==> config.mk <==
export PLATFORM = sky130hd
export DESIGN_NAME = ring_counter_monitor
export DESIGN_NICKNAME = d
export VERILOG_FILES = /design/src/rtl/ring_counter_monitor.sv
export SDC_FILE = /design/constraint.sdc
export NUM_CORES = 1
export LEC_CHECK = 0
export ABC_AREA = 1
export ABC_CLOCK_PERIOD_IN_PS = 1400
export CAP_MARGIN = 20
export CORE_ASPECT_RATIO = 1.4
export CORE_MARGIN = 2
export CORE_UTILIZATION = 35
export DETAILED_ROUTE_END_ITERATION = 16
export MAX_ROUTING_LAYER = met4
export SYNTH_ARGS = -nofsm -noshare
export SYNTH_HDL_FRONTEND = slang
export SYNTH_SLANG_ARGS = --single-unit
==> constraint.sdc <==
create_clock -name clk -period 1.4 [get_ports clk]
set_input_delay 0.21 -clock clk [delete_from_list [all_inputs] [get_ports clk]]
set_output_delay 0.21 -clock clk [all_outputs]
set_load 0.02 [all_outputs]
==> src/rtl/ring_counter_monitor.sv <==
// Receive-side monitor for an N-bit one-hot ring code: validates each sample,
// checks the rotate-right step sequence, decodes the index and tracks lock.
module ring_counter_monitor #(
  parameter int N        = 4,
  parameter int LOCK_CNT = 3,
  parameter int ERR_W    = 8,
  localparam int IW      = $clog2(N)
) (
  input  logic             clk,
  input  logic             rst_n,
  input  logic             en,
  input  logic [N-1:0]     ring_in,
  input  logic             clr_err,
  output logic [IW-1:0]    index,
  output logic             onehot_ok,
  output logic             locked,
  output logic             step_err,
  output logic [ERR_W-1:0] err_count
);

  localparam int GW = $clog2(LOCK_CNT + 1);

  typedef enum logic [1:0] {
    ST_UNLOCKED = 2'd0,
    ST_ACQUIRE  = 2'd1,
    ST_LOCKED   = 2'd2
  } state_t;

  function automatic logic is_onehot(input logic [N-1:0] v);
    return (v != '0) && ((v & (v - N'(1))) == '0);
  endfunction

  // Only meaningful for one-hot input; OR-reduction keeps it mux-free.
  function automatic logic [IW-1:0] encode(input logic [N-1:0] v);
    logic [IW-1:0] r;
    r = '0;
    for (int i = 0; i < N; i++) begin
      r = r | (v[i] ? IW'(i) : '0);
    end
    return r;
  endfunction

  state_t           state_q, state_d;
  logic [N-1:0]     prev_q, prev_d;
  logic [GW-1:0]    good_q, good_d;
  logic [IW-1:0]    index_q, index_d;
  logic             onehot_q, onehot_d;
  logic             step_err_q, step_err_d;
  logic [ERR_W-1:0] err_q, err_d;

  logic             valid_s;
  logic             match_s;
  logic             lock_err_s;
  logic [N-1:0]     exp_s;
  logic [GW-1:0]    good_inc_s;

  assign valid_s    = is_onehot(ring_in);
  assign exp_s      = {prev_q[0], prev_q[N-1:1]};
  assign match_s    = (ring_in == exp_s);
  assign good_inc_s = good_q + GW'(1);

  // Next-state, datapath and lock FSM decisions.
  always_comb begin
    state_d    = state_q;
    prev_d     = prev_q;
    good_d     = good_q;
    index_d    = index_q;
    onehot_d   = onehot_q;
    lock_err_s = 1'b0;

    if (en) begin
      onehot_d = valid_s;
      if (valid_s) begin
        prev_d  = ring_in;
        index_d = encode(ring_in);
      end else begin
        prev_d  = prev_q;
        index_d = index_q;
      end

      case (state_q)
        ST_UNLOCKED: begin
          if (valid_s) begin
            state_d = ST_ACQUIRE;
            good_d  = '0;
          end else begin
            state_d = ST_UNLOCKED;
          end
        end
        ST_ACQUIRE: begin
          if (!valid_s) begin
            state_d = ST_UNLOCKED;
            good_d  = '0;
          end else if (match_s) begin
            if (good_inc_s == GW'(LOCK_CNT)) begin
              state_d = ST_LOCKED;
              good_d  = '0;
            end else begin
              good_d  = good_inc_s;
            end
          end else begin
            // Wrong step: reseed the sequence from this sample.
            good_d = '0;
          end
        end
        ST_LOCKED: begin
          if (valid_s && match_s) begin
            state_d = ST_LOCKED;
          end else begin
            state_d    = ST_UNLOCKED;
            good_d     = '0;
            lock_err_s = 1'b1;
          end
        end
        default: begin
          state_d = ST_UNLOCKED;
          good_d  = '0;
        end
      endcase
    end else begin
      state_d = state_q;
    end

    step_err_d = lock_err_s;

    if (clr_err) begin
      err_d = '0;
    end else if (lock_err_s && (err_q != '1)) begin
      err_d = err_q + ERR_W'(1);
    end else begin
      err_d = err_q;
    end
  end

  // State and output registers.
  always_ff @(posedge clk or negedge rst_n) begin
    if (!rst_n) begin
      state_q    <= ST_UNLOCKED;
      prev_q     <= '0;
      good_q     <= '0;
      index_q    <= '0;
      onehot_q   <= 1'b0;
      step_err_q <= 1'b0;
      err_q      <= '0;
    end else begin
      state_q    <= state_d;
      prev_q     <= prev_d;
      good_q     <= good_d;
      index_q    <= index_d;
      onehot_q   <= onehot_d;
      step_err_q <= step_err_d;
      err_q      <= err_d;
    end
  end

  assign index     = index_q;
  assign onehot_ok = onehot_q;
  assign locked    = (state_q == ST_LOCKED);
  assign step_err  = step_err_q;
  assign err_count = err_q;

endmodule

[Word-level counts from Yosys, hierarchy flattened]
Cells that the tools add are included.
Word-level totals
  input port bits: 8
  logic and storage cells: 52
  register bits: 20
Cells by class
  reductions and logical operators: 10
  bitwise operators: 3
  equality and inequality tests: 9
  multiplexer cells: 20
  add/sub/neg operators: 3
Operators with widths (number)
  2-bit 2-to-1 mux: 11
  8-bit 2-to-1 mux: 2
  2-bit one-hot mux with 3 select lines: 2
  8-bit by 1-bit adder with 8-bit output, second input constant: 1
  8-bit inequality test, second input constant: 1
  3-bit inequality test, second input constant: 2
  3-bit AND reduction: 2
  1-bit 2-to-1 mux: 5
  4-bit bitwise AND: 1
  2-bit == test, second input constant: 2
  4-bit == test: 1
  4-bit zero test: 1
  2-bit inequality test, second input constant: 2
  4-bit nonzero test: 1
  4-bit by 1-bit subtractor with 4-bit output, second input constant: 1
  1-bit logical AND: 3
  2-bit by 1-bit adder with 2-bit output, second input constant: 1
  2-bit by 1-bit == test with 1-bit output, second input constant: 1
  2-bit zero test: 1
  1-bit by 2-bit OR with 2-bit output: 1
  2-bit OR: 1
  2-bit AND reduction: 1
  2-bit nonzero test: 1

[Depth between registers and ports, before layout]
Gate-level depths: netlist (run 1).
  depth in word-level cells: 11
  gate-level depth with buffers: 12

[Least setup slack after synthesis (run 1)]
Ideal clock, no wire load.
  path type: register -> register
  start point: register err_q[0] (netlist: err_count[0])
  end point: register err_q[7] (netlist: err_count[7])
  required time: 1334 ps
  stages on the path, launching flop included: 8
  library setup time: 66 ps
  slack: -89 ps
  arrival time: 1423 ps
  cell sequence: dfrtp_1 > ha_1 > nand3_1 > nor2_2 > nand3_4 > nand3_2 > nand3_1 > nand2_1
On the way
  cells in the longest elaborated chain, start to end: 3
  elaborated cells between the ends (all ways): 6
  those cells by class: add/sub (1); eq/ne (1); mux (2); reduce/logical (2)
Ends and longest elaborated chain
  start: declaration: RTL line 49  | logic [ERR_W-1:0] err_q, err_d;
  start signal: assignment: RTL line 152  | err_q <= err_d;
  8-bit by 1-bit adder with 8-bit output or 8-bit inequality test (tied branches): RTL line 129, 128
  8-bit 2-to-1 mux or 1-bit logical AND (tied branches): RTL line 128  | end else if (lock_err_s && (err_q != '1)) begin
  8-bit 2-to-1 mux or 2-bit nonzero test (tied branches)
Several ways; a longest one is shown, not always the timed one. The select of a mux whose other input is x is not followed.
A chain may end at the register's enable or synchronous reset.

[Worst setup path in the final report (run 1)]
  start point: register err_q[1] (netlist: err_count[1])
  end point: output port err_count[1]
RTL lines
  end: declaration: RTL line 18  | output logic [ERR_W-1:0] err_count
No word-level cell between the ends.

==> flow_metrics.tcl, run 1 <==
set metrics [dict create \
    status "finished, final reports clean" \
    grt_util_all_layers 0.164 \
    diodes 0 \
    worstPathMaxFanout 3 \
    drv_slew 0 \
    gp_congestion 0.728 \
    tightest_slew_ns 0.272 \
    die_area_sq_um 4070 \
    peakVddDrop_uv 741 \
    finalNonFillerCells 255 \
    p_per_area_nw_per_um2 843 \
    synth.area.top_cells "dfrtp_1 40%, nand2_1 20%, inv_1 7.8%, nand3_1 4.8%, nand4_1 4.5%" \
    max_freq_ghz 0.739 \
    drt_wl_total_um 2810 \
    synth.ff_latch_count 20 \
    finalHoldViolCount 0 \
    grt_pass1_vias 1176 \
    synthCells 178 \
    port_buffers 20 \
    coreArea_sq_um 3410 \
    overflow 0 \
    synth_top_area_frac 0.400 \
    syn_area_sq_um 1250 \
    skew_ns 0.00114 \
    setup_slack_ns 0.0472 \
    start_util 0.367 \
    yosysMostFrequentCell "nand2_1" \
    via_count 1188 \
    ant_nets 0 \
    top_layer "met4" \
    syn_area_per_cell_sq_um 7.02 \
    syn2layout_area_growth_pct 35.8 \
    regArea_sq_um 503 \
    layout.filler_cells 339 \
    hold_buffers 0 \
    placementRows 25 \
    ys.flop_type "dfrtp_1" \
    ios 21 \
    clock_path_buffers 2 \
    die_h_um 74.7 \
    grt_pass1_wl_um 4800 \
    drv_cap 0 \
    endpoint_kind "output pin" \
    grt_antenna_before_repair 0 \
    dp.cells 248 \
    drive_above_1_share 0.237 \
    vias_per_cell 4.66 \
    drt-initial-drc-count 20 \
    crit_arrival_ns 1.14 \
    cts.sinks 20 \
    h-tree-depth 1 \
    nets 225 \
    setup-violations-final 0 \
    pre_cts_ws_ns -0.341 \
    synthTopCellsByCount "66 x nand2_1, 26 x inv_1, 20 x dfrtp_1" \
    multi_input_area_sq_um 697 \
    yosys.area.top_type "dfrtp_1" \
    finalCritPeriodShare 0.966 \
    required_ns 1.19 \
    cts_root_buffer "clkbuf_8" \
    maxSlewHeadroom 0.819 \
    grt_max_degree 21 \
    dr.pass1.iters 4 \
    leakage_nw 0.956 \
    synthDistinctLibCells 21 \
    critPathKind "reg -> out" \
    worstSkewPairLatency_ns 0.26 \
    syn_nets 187 \
    yosys_warnings 0 \
    grt_setup_unrepaired "yes" \
    synth-edff-count 0 \
    cts_buffers 3 \
    wl_met3_um 79 \
    seq_area_frac_synth 0.400 \
    cts_tree "built" \
    ys_async_sr_fraction 1.00 \
    fp.dieW_um 54.5 \
    path_clk_slew_ns 0.07 \
    place_hpwl_um 2100 \
    met2_length_um 1590 \
    hold_path.class "in -> async" \
    post_drt_wl_per_cell_um 11.0 \
    route.layer.met1.wl_um 1090 \
    cp-start-kind "flop" \
    period_needed_ns 1.35 \
    drc 0 \
    utilization 0.498 \
]
[cell usage in the layout, fill, tap and decap left out, types with 6 or more instances in the layout]
| cell type | synthesis | routed |
|---|---|---|
| dfrtp_1 | 20 | 18 |
| nand2_1 | 66 | 64 |
| nand2_2 | 6 | 7 |
| nand4_1 | 9 | 9 |
| inv_1 | 26 | 24 |
| nor2_1 | 11 | 8 |
| buf_4 | 1 | 14 |
| dlygate4sd2_1 | 0 | 14 |
| inv_2 | 4 | 6 |
| nand3_1 | 12 | 8 |
[flip-flops by register name, indices dropped and copies added, names as in the netlist]
signal     flops
err_count      8
index          2
state_q        2
good_q         2
onehot_ok      1
step_err       1
prev_q         4
[repair_timing]
action,in CTS,in global routing
pin swaps,1,10
setup buffers,0,2
resized for setup,17,15
setup endpoints to repair,23,15
cloned,0,1
[final cells by class]
type	count	share of cell area
multi-input cells	127	0.410
flip-flops and latches	20	0.296
repair buffers	34	0.171
inverters	30	0.0663
well taps	40	0.0295
clock buffers	4	0.0265
[power by group]
group          internal (mW)  leakage [nW]  switching [mW]  total [mW]
Sequential             0.628         0.262          0.0284       0.657
Combinational          0.146         0.671           0.230       0.375
Clock                  0.203        0.0228           0.196       0.399
[per-layer routing]
metal | up-vias | GRT usage
met5 | - | -
met4 | 0 | 0.0750
met3 | 4 | 0.0179
met2 | 19 | 0.313
met1 | 545 | 0.158
li1 | 620 | -
[kinds of logic (layout without fill, tap and decap cells)]
group | after synthesis | count (layout) | synth area share
simple gates | 113 | 114 | 0.427
buf+inv | 32 | 68 | 0.100
flops | 20 | 20 | 0.400
compound gates | 8 | 8 | 0.0340
xor+xnor | 4 | 4 | 0.0280
fa+ha+maj | 1 | 1 | 0.0100
[critical path, stage by stage (launching register included)]
cell and delay [ns]:
dfrtp_2 0.42, buf_4 0.15, dlygate4sd2_1 0.31
[final timing paths]
kind                       depth (start not counted)                startpoint                  endpoint  slack [ns]
max                                                2  err_count[1]$_DFFE_PN0P_              err_count[1]        0.05
min                                                2                     rst_n  err_count[1]$_DFFE_PN0P_        0.29
max reg2reg                                        7  err_count[0]$_DFFE_PN0P_  err_count[2]$_DFFE_PN0P_        0.06
min reg2reg                                        2      index[1]$_DFFE_PN0P_      index[1]$_DFFE_PN0P_        0.48
max in group asynchronous                          2                     rst_n  err_count[0]$_DFFE_PN0P_        0.88
min in group clk                                   3                ring_in[2]     prev_q[2]$_DFFE_PN0P_        0.39
[per-stage QoR]
step / setup TNS [ns] / total power, mW / area [sq um] / hold slack [ns]
after floorplan: 0 / 0.887 / 1270 / -0.0856
after global placement: -4.43 / 1.03 / 1600 / 0.469
after detailed placement: -5.14 / 1.04 / 1600 / 0.473
after CTS: 0 / 1.43 / 1630 / 0.303
after global routing: -0.0327 / 1.53 / 1700 / 0.312
final: 0 / 1.43 / 1700 / 0.290
(Power assumes the default switching activity.)
==> run 2, diff against run 1 <==
- CELL_PAD_IN_SITES_DETAIL_PLACEMENT: not set -> 0
- CELL_PAD_IN_SITES_GLOBAL_PLACEMENT: not set -> 1
- CTS_CLUSTER_DIAMETER: not set -> 80
- PLACE_DENSITY_LB_ADDON: not set -> 0.1
==> flow_metrics.tcl, run 2 (synthesized netlist as in run 1, its figures left out) <==
set metrics [dict create \
    place_hpwl_um 2220 \
    path_clk_slew_ns 0.08 \
    power_frac_seq 0.441 \
    start_util 0.367 \
    clock_path_buffers 2 \
    placementRows 25 \
    dp.cells 252 \
    finalCritPeriodShare 0.968 \
    hold_buffers 0 \
    crit_path_top_delay_cell "dfrtp_2" \
    h-tree-depth 1 \
    path_cells "buf_4 -> dlygate4sd2_1" \
    overflow 0 \
    syn2layout_area_growth_pct 39.7 \
    final_cell_area_sq_um 1750 \
    cts_buffers 3 \
    critPathKind "reg -> out" \
    endpoint_kind "output pin" \
    grt_util_all_layers 0.170 \
    peakVddDrop_uv 495 \
    power.share.clock 0.300 \
    die_area_sq_um 4070 \
    diodes 0 \
    drt-initial-drc-count 8 \
    p_total_mw 1.49 \
    nets 229 \
    grt_antenna_before_repair 0 \
    whs_ns 0.286 \
    die_h_um 74.7 \
    setup-violations-final 0 \
    worstPathMaxFanout 3 \
    coreArea_sq_um 3410 \
    status "finished, final reports clean" \
    maxSlewHeadroom 0.814 \
    cts.sinks 20 \
    multi_input_area_sq_um 694 \
    crit_family "buffers and inverters" \
    required_ns 1.19 \
    combPwrFrac 0.259 \
    ios 21 \
    dr.pass1.iters 4 \
    vias_per_cell 4.71 \
    drv_slew 0 \
    power.internal_mw 1.03 \
    grt_setup_unrepaired "yes" \
    grt_pass1_wl_um 4930 \
    crit_arrival_ns 1.15 \
    drt_wl_total_um 2940 \
    period_needed_ns 1.36 \
    sw_frac_of_total 0.309 \
    p_per_area_nw_per_um2 852 \
    finalHoldViolCount 0 \
    drv_cap 0 \
    worstSkewPairLatency_ns 0.26 \
    finalNonFillerCells 259 \
    post_drt_wl_per_cell_um 11.4 \
    max_freq_ghz 0.738 \
    ant_nets 0 \
    port_buffers 20 \
    drive_above_1_share 0.247 \
    regArea_sq_um 503 \
    via_count 1221 \
    path_buf_inv 2 \
    largest_reg_flops 8 \
    placed_cell_area_sq_um 1640 \
    hold_path.class "in -> async" \
    gp_congestion 0.844 \
    fp.dieW_um 54.5 \
    slowest_delay_ns 0.43 \
    cts_root_buffer "clkbuf_8" \
    cp-start-kind "flop" \
    p_sw_uw 460 \
    final_common_cell "nand2_1" \
    drc 0 \
    tightest_slew_ns 0.279 \
    grt_max_degree 21 \
    skew_ns 0.00454 \
    leakage_nw 0.995 \
    mostFrequentLayoutCells "63 x nand2_1, 25 x inv_1, 18 x dfrtp_1" \
    layout.filler_cells 362 \
    cts_tree "built" \
    grt_pass1_vias 1146 \
]
## run 2: area by class of cell
class                           count  share of cell area
Inverter                           30              0.0645
Multi-Input combinational cell    127               0.398
Tap cell                           40              0.0287
Clock buffer                        4              0.0315
Timing Repair Buffer               38               0.190
Sequential cell                    20               0.288
## run 2: path summary, 6_finish.rpt
check	from	endpoint	slack [ns]	cells past startpoint
setup / recovery	err_count[1]$_DFFE_PN0P_	err_count[1]	0.04	2
hold / removal	rst_n	err_count[2]$_DFFE_PN0P_	0.29	2
setup reg to reg	err_count[1]$_DFFE_PN0P_	err_count[6]$_DFFE_PN0P_	0.08	9
hold reg to reg	index[1]$_DFFE_PN0P_	index[1]$_DFFE_PN0P_	0.48	2
max in group asynchronous	rst_n	err_count[1]$_DFFE_PN0P_	0.88	2
min in group clk	ring_in[2]	prev_q[2]$_DFFE_PN0P_	0.39	3
## run 2: what timing repair did
item / in CTS / in global routing
buffers inserted: 1 / 1
resized for setup: 19 / 11
pin swaps: 3 / 9
cloned: 1 / 0
endpoints found under the setup margin: 22 / 14
## run 2: routing by layer
layer,vias to the layer above,global-route usage,wire (um)
li1,627,-,-
met5,-,-,0
met2,14,0.305,1620
met1,576,0.184,1220
met4,0,0.0694,45
met3,4,0.0198,59
## run 2: through the flow
step                setup slack [ns]  TNS (ns)   util
detailed placement            -0.315     -5.15  0.482
finish                        0.0443         0  0.512
global placement              -0.316     -4.99  0.482
global route                 -0.0105   -0.0181  0.512
CTS                           0.0131         0  0.501
floorplan                     0.0176         0      -
## run 2: power by group through the flow
stage	registers (mW)	clock network (mW)	logic (mW)
after floorplan	0.692	0	0.195
after global placement	0.667	0	0.380
after detailed placement	0.667	0	0.385
after CTS	0.656	0.468	0.371
after global routing	0.661	0.492	0.434
final	0.656	0.447	0.385
==> run 3, diff against run 2 <==
- PLACE_DENSITY: not set -> 0.76
- PLACE_DENSITY_LB_ADDON: 0.1 -> not set
- SKIP_LAST_GASP: not set -> 1
==> flow_metrics.tcl, run 3 (synthesized netlist as in run 1, its figures left out) <==
set metrics [dict create \
    endpoint_kind "output pin" \
    nets 231 \
    utilization 0.524 \
    drc 0 \
    overflow 0 \
    cts.sinks 20 \
    grt_setup_unrepaired "yes" \
    max_freq_ghz 0.735 \
    hold_path.class "in -> async" \
    diodes 0 \
    start_util 0.367 \
    ant_nets 0 \
    setup_slack_ns 0.0403 \
    fp.dieW_um 54.5 \
    grt_antenna_before_repair 0 \
    largest_reg_flops 8 \
    placementRows 25 \
    cts_buffers 3 \
    cts_root_buffer "clkbuf_8" \
    period_needed_ns 1.36 \
    cp-start-kind "flop" \
    dp.cells 255 \
    leakage_nw 1.01 \
    maxSlewHeadroom 0.823 \
    post_drt_wl_per_cell_um 11.0 \
    skew_ns 0.00657 \
    finalHoldViolCount 0 \
    port_buffers 20 \
    tightest_slew_ns 0.266 \
    final_common_cell "nand2_1" \
    gp_congestion 0.749 \
    grt_pass1_vias 1156 \
    vias_per_cell 4.75 \
    via_count 1239 \
    die_area_sq_um 4070 \
    h-tree-depth 1 \
    status "finished, final reports clean" \
    drv_cap 0 \
    path_clk_slew_ns 0.08 \
    p_total_mw 1.45 \
    dr.pass1.iters 4 \
    clock_path_buffers 2 \
    place_hpwl_um 2210 \
    drt-initial-drc-count 22 \
    grt_util_all_layers 0.167 \
    worstPathMaxFanout 3 \
    pre_cts_ws_ns -0.334 \
    drv_slew 0 \
    ios 21 \
    drt_wl_total_um 2860 \
    grt_pass1_wl_um 4850 \
    syn2layout_area_growth_pct 43.0 \
    hold_buffers 0 \
    setup-violations-final 0 \
    drive_above_1_share 0.285 \
    p_per_area_nw_per_um2 812 \
    crit_arrival_ns 1.15 \
    die_h_um 74.7 \
    critPathKind "reg -> out" \
    peakVddDrop_uv 555 \
    finalCritPeriodShare 0.971 \
    finalNonFillerCells 261 \
    coreArea_sq_um 3410 \
    grt_max_degree 21 \
    required_ns 1.19 \
    worstSkewPairLatency_ns 0.26 \
    mostFrequentLayoutCells "62 x nand2_1, 24 x inv_1, 20 x buf_4" \
    cts_tree "built" \
]
## run 3: timing repair
action / CTS / global route
gates resized for setup: 18 / 20
setup endpoints to repair: 27 / 13
pin swaps: 2 / 14
cloned: 0 / 0
buffers inserted: 0 / 2
## run 3: worst max-delay path: stages (launching register included)
cell and delay (ns):
dfrtp_2 0.43, buf_4 0.15, dlygate4sd2_1 0.31
## run 3: final cells by class
class                      count  area, sq um
clock buffer                   4         45.0
sequential                    20          503
inverter                      30          113
tap                           40         50.0
multi-input combinational    126          724
timing repair buffer          41          353
fill                         350         1620
## run 3: per-stage QoR
| step | instance area [sq um] | hold WS, ns | setup TNS [ns] |
|---|---|---|---|
| floorplan | 1270 | -0.0856 | 0 |
| global route | 1790 | 0.329 | -0.162 |
| global placement | 1650 | 0.460 | -4.85 |
| CTS | 1690 | 0.301 | 0 |
| detailed placement | 1650 | 0.467 | -5.64 |
| finish | 1790 | 0.293 | 0 |
## run 3: path summary, 6_finish.rpt
check / from / end / slack [ns] / cells past startpoint
worst max-delay path: err_count[1]$_DFFE_PN0P_ / err_count[1] / 0.04 / 2
worst min-delay path: rst_n / err_count[2]$_DFFE_PN0P_ / 0.29 / 2
worst max register to register: err_count[1]$_DFFE_PN0P_ / err_count[3]$_DFFE_PN0P_ / 0.05 / 7
worst min register to register: index[1]$_DFFE_PN0P_ / index[1]$_DFFE_PN0P_ / 0.48 / 2
max in group asynchronous: rst_n / err_count[0]$_DFFE_PN0P_ / 0.88 / 2
min in group clk: ring_in[3] / prev_q[3]$_DFFE_PN0P_ / 0.41 / 3
## run 3: where the power goes
group / switching, mW / total (mW) / internal [mW]
sequential: 0.0309 / 0.659 / 0.628
clock: 0.185 / 0.388 / 0.202
combinational: 0.242 / 0.404 / 0.162
## run 3: metal layers
layer / wire [um] / track usage / up-vias
met5: 0 / - / -
met1: 1210 / 0.198 / 578
met3: 61 / 0.0238 / 6
met4: 65 / 0.0750 / 0
li1: - / - / 638
met2: 1520 / 0.274 / 17
